`config.mk`:
```
export PLATFORM = sky130hd
export DESIGN_NAME = fpga_config_sequencer
export DESIGN_NICKNAME = d
export VERILOG_FILES = /design/src/rtl/fpga_config_sequencer.sv
export SDC_FILE = /design/constraint.sdc
export NUM_CORES = 1
export LEC_CHECK = 0
export ABC_CLOCK_PERIOD_IN_PS = 3800
export CAP_MARGIN = 20
export CELL_PAD_IN_SITES_DETAIL_PLACEMENT = 1
export CELL_PAD_IN_SITES_GLOBAL_PLACEMENT = 2
export CORE_MARGIN = 1
export CORE_UTILIZATION = 34
export CTS_CLUSTER_SIZE = 10
export DETAILED_ROUTE_END_ITERATION = 7
export GPL_TIMING_DRIVEN = 0
export HOLD_SLACK_MARGIN = 0.15
export PLACE_DENSITY = 0.91
export SYNTH_ARGS = -nofsm -noshare
export SYNTH_HDL_FRONTEND = slang
export SYNTH_SLANG_ARGS = --single-unit
```
`constraint.sdc`:
```
create_clock -name wb_clk_i -period 3.8 [get_ports wb_clk_i]
set_input_delay 0.57 -clock wb_clk_i [delete_from_list [all_inputs] [get_ports wb_clk_i]]
set_output_delay 0.57 -clock wb_clk_i [all_outputs]
set_load 0.01 [all_outputs]
```
`src/rtl/fpga_config_sequencer.sv`:
```
// rtl/fpga_config_sequencer.sv - Wishbone-fed loader for the fabric config shift chain.
// Define FPGA_CONFIG_READBACK_EN to add the cfg_tail input and the READBACK capture register.
module fpga_config_sequencer #(
  parameter logic [31:0] BASE_ADDR  = 32'h3000_0000,
  parameter int          CHAIN_BITS = 1024,
  parameter int          SET_CYCLES = 4
) (
  input  logic        wb_clk_i,
  input  logic        wb_rst_ni,
  input  logic        wbs_stb_i,
  input  logic        wbs_cyc_i,
  input  logic        wbs_we_i,
  input  logic [3:0]  wbs_sel_i,
  input  logic [31:0] wbs_data_i,
  input  logic [31:0] wbs_addr_i,
`ifdef FPGA_CONFIG_READBACK_EN
  input  logic        cfg_tail,
`endif
  output logic        wbs_ack_o,
  output logic [31:0] wbs_data_o,
  output logic        cfg_data,
  output logic        cfg_shift_en,
  output logic        cfg_set,
  output logic        fpga_en
);

  localparam logic [15:0] CHAIN_END = 16'(CHAIN_BITS);
  localparam int          SET_W     = $clog2(SET_CYCLES + 1);
  localparam logic [SET_W-1:0] SET_LAST = SET_W'(SET_CYCLES - 1);

  typedef enum logic [2:0] {
    ST_IDLE,
    ST_LOAD,
    ST_SHIFT,
    ST_SET,
    ST_DONE
  } state_e;

  state_e           state_q, state_d;
  logic [31:0]      hold_q, hold_d;
  logic             hold_full_q, hold_full_d;
  logic [31:0]      shifter_q, shifter_d;
  logic [4:0]       word_cnt_q, word_cnt_d;
  logic [15:0]      bit_cnt_q, bit_cnt_d;
  logic [SET_W-1:0] set_cnt_q, set_cnt_d;
  logic             overflow_q, overflow_d;
  logic             early_q, early_d;
  logic             ack_q, ack_d;
  logic [31:0]      rdata_q, rdata_d;
  logic             cfg_data_q, cfg_data_d;
  logic             cfg_shift_en_q, cfg_shift_en_d;
  logic             cfg_set_q, cfg_set_d;
  logic             fpga_en_q, fpga_en_d;
`ifdef FPGA_CONFIG_READBACK_EN
  logic [31:0]      rb_q, rb_d;
`endif

  logic        req;
  logic [1:0]  word_off;
  logic        last_bit;
  logic        busy;
  logic [31:0] status_word;
  logic [31:0] readback_word;
  logic        unused_inputs;

  // The request mask on ack_q keeps a held strobe from being taken twice.
  assign req      = wbs_cyc_i & wbs_stb_i & (wbs_addr_i[31:4] == BASE_ADDR[31:4]) & ~ack_q;
  assign word_off = wbs_addr_i[3:2];
  assign last_bit = (bit_cnt_q + 16'd1) == CHAIN_END;
  assign busy     = (state_q == ST_SHIFT) || (state_q == ST_SET);
  assign status_word = {bit_cnt_q, 11'd0, early_q, overflow_q, state_q == ST_DONE, hold_full_q, busy};
  assign unused_inputs = ^{wbs_sel_i, wbs_addr_i[1:0]};

`ifdef FPGA_CONFIG_READBACK_EN
  assign readback_word = rb_q;
`else
  assign readback_word = 32'd0;
`endif

  always_comb begin
    state_d     = state_q;
    hold_d      = hold_q;
    hold_full_d = hold_full_q;
    shifter_d   = shifter_q;
    word_cnt_d  = word_cnt_q;
    bit_cnt_d   = bit_cnt_q;
    set_cnt_d   = set_cnt_q;
    overflow_d  = overflow_q;
    early_d     = early_q;
    ack_d       = 1'b0;
    rdata_d     = 32'd0;
`ifdef FPGA_CONFIG_READBACK_EN
    rb_d = cfg_shift_en_q ? {cfg_tail, rb_q[31:1]} : rb_q;
`endif

    case (state_q)
      ST_LOAD: begin
        if (hold_full_q) begin
          hold_full_d = 1'b0;
          if (bit_cnt_q == CHAIN_END) begin
            overflow_d = 1'b1;
          end else begin
            shifter_d  = hold_q;
            word_cnt_d = 5'd0;
            state_d    = ST_SHIFT;
          end
        end
      end
      ST_SHIFT: begin
        bit_cnt_d  = bit_cnt_q + 16'd1;
        word_cnt_d = word_cnt_q + 5'd1;
        shifter_d  = {1'b0, shifter_q[31:1]};
        if (word_cnt_q == 5'd31 || last_bit) begin
          if (hold_full_q && !last_bit) begin
            shifter_d   = hold_q;
            hold_full_d = 1'b0;
            word_cnt_d  = 5'd0;
          end else begin
            // A word still queued when the chain fills has nowhere to go.
            if (hold_full_q) begin
              hold_full_d = 1'b0;
              overflow_d  = 1'b1;
            end
            state_d = ST_LOAD;
          end
        end
      end
      ST_SET: begin
        set_cnt_d = set_cnt_q + SET_W'(1);
        if (set_cnt_q == SET_LAST) state_d = ST_DONE;
      end
      default: ;
    endcase

    if (req) begin
      if (!wbs_we_i) begin
        ack_d = 1'b1;
        case (word_off)
          2'd1:    rdata_d = status_word;
          2'd3:    rdata_d = readback_word;
          default: rdata_d = 32'd0;
        endcase
      end else if (word_off == 2'd2) begin
        if (state_q == ST_IDLE) begin
          ack_d = 1'b1;
        end else if (bit_cnt_d == CHAIN_END) begin
          ack_d      = 1'b1;
          overflow_d = 1'b1;
        end else if (!hold_full_q) begin
          ack_d       = 1'b1;
          hold_d      = wbs_data_i;
          hold_full_d = 1'b1;
        end
      end else begin
        ack_d = 1'b1;
        if (word_off == 2'd0) begin
          if (wbs_data_i[2]) begin
            state_d     = ST_IDLE;
            hold_full_d = 1'b0;
          end else if (wbs_data_i[0]) begin
            if (state_q == ST_IDLE || state_q == ST_DONE) begin
              state_d     = ST_LOAD;
              bit_cnt_d   = 16'd0;
              hold_full_d = 1'b0;
              overflow_d  = 1'b0;
              early_d     = 1'b0;
            end
          end else if (wbs_data_i[1] && state_q == ST_LOAD) begin
            if (bit_cnt_q == CHAIN_END) begin
              state_d   = ST_SET;
              set_cnt_d = '0;
            end else begin
              early_d = 1'b1;
            end
          end
        end
      end
    end

    cfg_shift_en_d = (state_d == ST_SHIFT);
    cfg_data_d     = (state_d == ST_SHIFT) & shifter_d[0];
    cfg_set_d      = (state_d == ST_SET);
    fpga_en_d      = (state_d == ST_DONE);
  end

  always_ff @(posedge wb_clk_i or negedge wb_rst_ni) begin
    if (!wb_rst_ni) begin
      state_q        <= ST_IDLE;
      hold_q         <= 32'd0;
      hold_full_q    <= 1'b0;
      shifter_q      <= 32'd0;
      word_cnt_q     <= 5'd0;
      bit_cnt_q      <= 16'd0;
      set_cnt_q      <= '0;
      overflow_q     <= 1'b0;
      early_q        <= 1'b0;
      ack_q          <= 1'b0;
      rdata_q        <= 32'd0;
      cfg_data_q     <= 1'b0;
      cfg_shift_en_q <= 1'b0;
      cfg_set_q      <= 1'b0;
      fpga_en_q      <= 1'b0;
`ifdef FPGA_CONFIG_READBACK_EN
      rb_q           <= 32'd0;
`endif
    end else begin
      state_q        <= state_d;
      hold_q         <= hold_d;
      hold_full_q    <= hold_full_d;
      shifter_q      <= shifter_d;
      word_cnt_q     <= word_cnt_d;
      bit_cnt_q      <= bit_cnt_d;
      set_cnt_q      <= set_cnt_d;
      overflow_q     <= overflow_d;
      early_q        <= early_d;
      ack_q          <= ack_d;
      rdata_q        <= rdata_d;
      cfg_data_q     <= cfg_data_d;
      cfg_shift_en_q <= cfg_shift_en_d;
      cfg_set_q      <= cfg_set_d;
      fpga_en_q      <= fpga_en_d;
`ifdef FPGA_CONFIG_READBACK_EN
      rb_q           <= rb_d;
`endif
    end
  end

  assign wbs_ack_o    = ack_q;
  assign wbs_data_o   = rdata_q;
  assign cfg_data     = cfg_data_q;
  assign cfg_shift_en = cfg_shift_en_q;
  assign cfg_set      = cfg_set_q;
  assign fpga_en      = fpga_en_q;

endmodule

```
==> results.json <==
{
  "status": "completed",
  "hold_violations": 0,
  "yosys_warnings": 0,
  "synth_edf_count": 0,
  "final_common_cell": "dfrtp_1",
  "fp.dieH_um": 135,
  "hold_class": "reg2reg",
  "yosys.area_share.simple_pct": 20.7,
  "grt_pass1_vias": 5075,
  "maxSlewHeadroom_pct": 54.2,
  "post-route-util_pct": 45.7,
  "synthToLayoutAreaGrowth_pct": 31.5,
  "cts_buffers": 17,
  "cp_common_cell": "buf_6",
  "power.density_mw_per_mm2": 387,
  "core_area_mm2": 0.0172,
  "crit_chain": "ha_1 -> buf_2 -> nand4_1 -> nor4_4 -> xnor2_1 -> o2111ai_2 -> nor4_2 -> or3_1 -> buf_6 -> buf_6 -> mux2_4",
  "final_cell_mix": "dfrtp_1 (120), clkdlybuf4s50_1 (91), and2_1 (56)",
  "required_ns": 4.10,
  "fin_nets": 735,
  "worstHoldStart": "shifter_q[0]",
  "grt_use_total_pct": 19.1,
  "drtAntennaViolNets": 0,
  "synth_top_family_by_area": "simple AND/OR/NAND/NOR gates",
  "yosys-top-cells-area": "dfrtp_1 (50%), mux2_4 (7.3%), and2_1 (5.8%)",
  "p_leak_nw": 3.60,
  "post-synth-top-area-cell": "dfrtp_1",
  "ys_types": 61,
  "synth_top_area_share_pct": 50.1,
  "die_area_mm2": 0.0182,
  "antenna_found_initial": 0,
  "drv_cap": 0,
  "critPathLaunchType": "flip-flop",
  "async_reset_ff_share_pct": 100,
  "fin_worst_skew_ns": 0.00836,
  "irDropWorstVdd_uv": 315,
  "design_power_total_mw": 3.05,
  "cts.sinks": 120,
  "start_util_pct": 34.8,
  "firstDrtPassIters": 4,
  "synth_xor_area_share_pct": 2.61,
  "syn-mean-instance-area_um2": 11.3,
  "startpoint": "bit_cnt_q[0]",
  "row_count": 48,
  "die_w_um": 135,
  "clockRootBuffer": "clkbuf_16",
  "htreeDepth": 4,
  "synth.area.mux_share_pct": 8.70,
  "slew_viol_final": 0,
  "cts_tree": "yes",
  "grt.overflow.total": 0,
  "tns_ns": 0,
  "r2r_start": "bit_cnt_q[0]",
  "grt_start_max_net_pins": 72,
  "period_share_pct": 88.6,
  "synth_compound_area_share_pct": 11.5,
  "drive_gt1_share_pct": 16.1,
  "port_buffers": 92,
  "fillCellCount": 1851,
  "wirelength_um": 16100,
  "clk_pin_slew_worst_paths_ns": 0.06,
  "routabilityCongestion": 0.833,
  "fin_crit_ns": 3.37,
  "setup_violations": 0,
  "synth_area_mm2": 0.00599,
  "synth_cells": 532,
  "dr.first_iter.drc_count": 273,
  "cp_slowest_stage_delay_ns": 0.50,
  "rsz0062_at_grt": "no",
  "whs_ns": 0.488,
  "fmax_mhz": 297,
  "clock_latency_ns": 0.42,
  "critical_path_class": "reg2reg",
  "synth_fa_ha_area_share_pct": 1.25,
  "synth_seq_area_share_pct": 50.1,
  "ios": 110,
  "grt_first_pass_wirelength_um": 26800,
  "critPathMaxFanout": 10,
  "via_per_inst": 5.20,
  "hpwl_um": 11400,
  "crit_arrival_ns": 3.67,
  "postCtsSetupBuffers": 0,
  "diodes": 0,
  "post_drt_wl_per_cell_um": 18.0,
  "slowest_stage": "dfrtp_1",
  "route.detailed.drc": 0,
  "critPathCaptureType": "flip-flop",
  "cts_buffer_depth": 2,
  "synth_ff_type": "dfrtp_1",
  "vias": 4652,
  "ys_ff_latch": 120,
  "tightest_slew_ns": 0.682
}
-- registers in the layout (all words and copies together), names as in the netlist --
register,flops
cfg_data,1
early_q,1
fpga_en,1
cfg_set,1
wbs_ack_o,1
hold_q,32
shifter_q,32
overflow_q,1
bit_cnt_q,16
word_cnt_q,5
set_cnt_q,3
state_q,3
wbs_data_o,21
hold_full_q,1
cfg_shift_en,1
-- area by class of cell --
| class | count | area [um2] | area share, % |
|---|---|---|---|
| flip-flops and latches | 120 | 3000 | 38.1 |
| multi-input cells | 368 | 2730 | 34.6 |
| repair buffers | 95 | 967 | 12.3 |
| clock buffers | 21 | 450 | 5.71 |
| well taps | 225 | 282 | 3.57 |
| plain buffers | 45 | 272 | 3.44 |
| clock inverters | 11 | 149 | 1.89 |
| inverters | 9 | 33.8 | 0.428 |
-- critical path: cells and delay by family, from the launching register on --
family / cells / cell delay [ns]
xor+xnor: 1 / 0.21
simple gates: 4 / 1.28
mux: 1 / 0.32
buf+inv: 3 / 0.55
fa+ha+maj: 1 / 0.19
compound gates: 1 / 0.19
flops: 1 / 0.50
-- worst paths after layout --
check | to | slack, ns | depth (start not counted)
setup / recovery | hold_q[8] | 0.43 | 11
hold / removal | shifter_q[0] | 0.49 | 2
setup reg to reg | hold_q[8] | 0.43 | 11
hold reg to reg | shifter_q[0] | 0.49 | 2
max in group asynchronous | hold_q[14] | 2.42 | 3
min in group asynchronous | wbs_data_o[25] | 0.65 | 2
-- metrics by stage --
step / instance area (um2) / worst slack (ns) / std cells
2_1_floorplan: 6030 / 1.03 / 542
3_3_place_gp: 7230 / -2.39 / 859
3_5_place_dp: 7270 / 0.309 / 861
4_1_cts: 7880 / 0.273 / 894
5_1_grt: 7890 / 0.123 / 894
6_report: 7890 / 0.434 / 894
-- cell usage after synthesis, drive strengths merged, types with 2 or more instances --
master / count
and2: 56
nor4: 16
nor3b: 2
o22ai: 2
a221o: 31
a211oi: 2
mux2i: 3
clkbuf: 15
nand3: 11
nor2b: 8
xor2: 10
nand2b: 3
inv: 9
nand4b: 2
nand2: 25
a21oi: 11
and3: 6
nor4bb: 2
a21o: 3
nor2: 36
o31ai: 3
and4b: 2
or3: 4
buf: 30
a22o: 4
dfrtp: 120
ha: 6
mux2: 34
nand4: 15
o21a: 3
nor3: 11
nor4b: 3
o41ai: 2
xnor2: 7
a31oi: 4
and4: 5
o21ai: 11
a41oi: 2
-- metal layers --
layer,part of all wire (%),up-vias,global-route usage [%]
li1,-,2157,-
met1,47,2361,25.5
met2,48,112,30.4
met3,3.8,22,3.94
met4,1.7,0,7.55
met5,0,-,0
-- kinds of logic after synthesis --
group | Yosys count
other cells | 1
compound gates | 86
fa+ha+maj | 6
simple gates | 211
xor+xnor | 17
flops | 120
mux | 37
buf+inv | 54
-- report_power, final --
part,internal (mW),switching (mW),total [mW]
combinational,0.0735,0.0495,0.123
sequential,1.28,0.0000000441,1.28
clock,1.05,0.604,1.65
-- timing repair --
action | CTS | global route
hold endpoints to repair | 49 | 0
endpoints found under the setup margin | 0 | 24
hold buffers | 1 | 0
gates resized for setup | 0 | 1
Note: power is estimated with default switching activity, not from simulation.
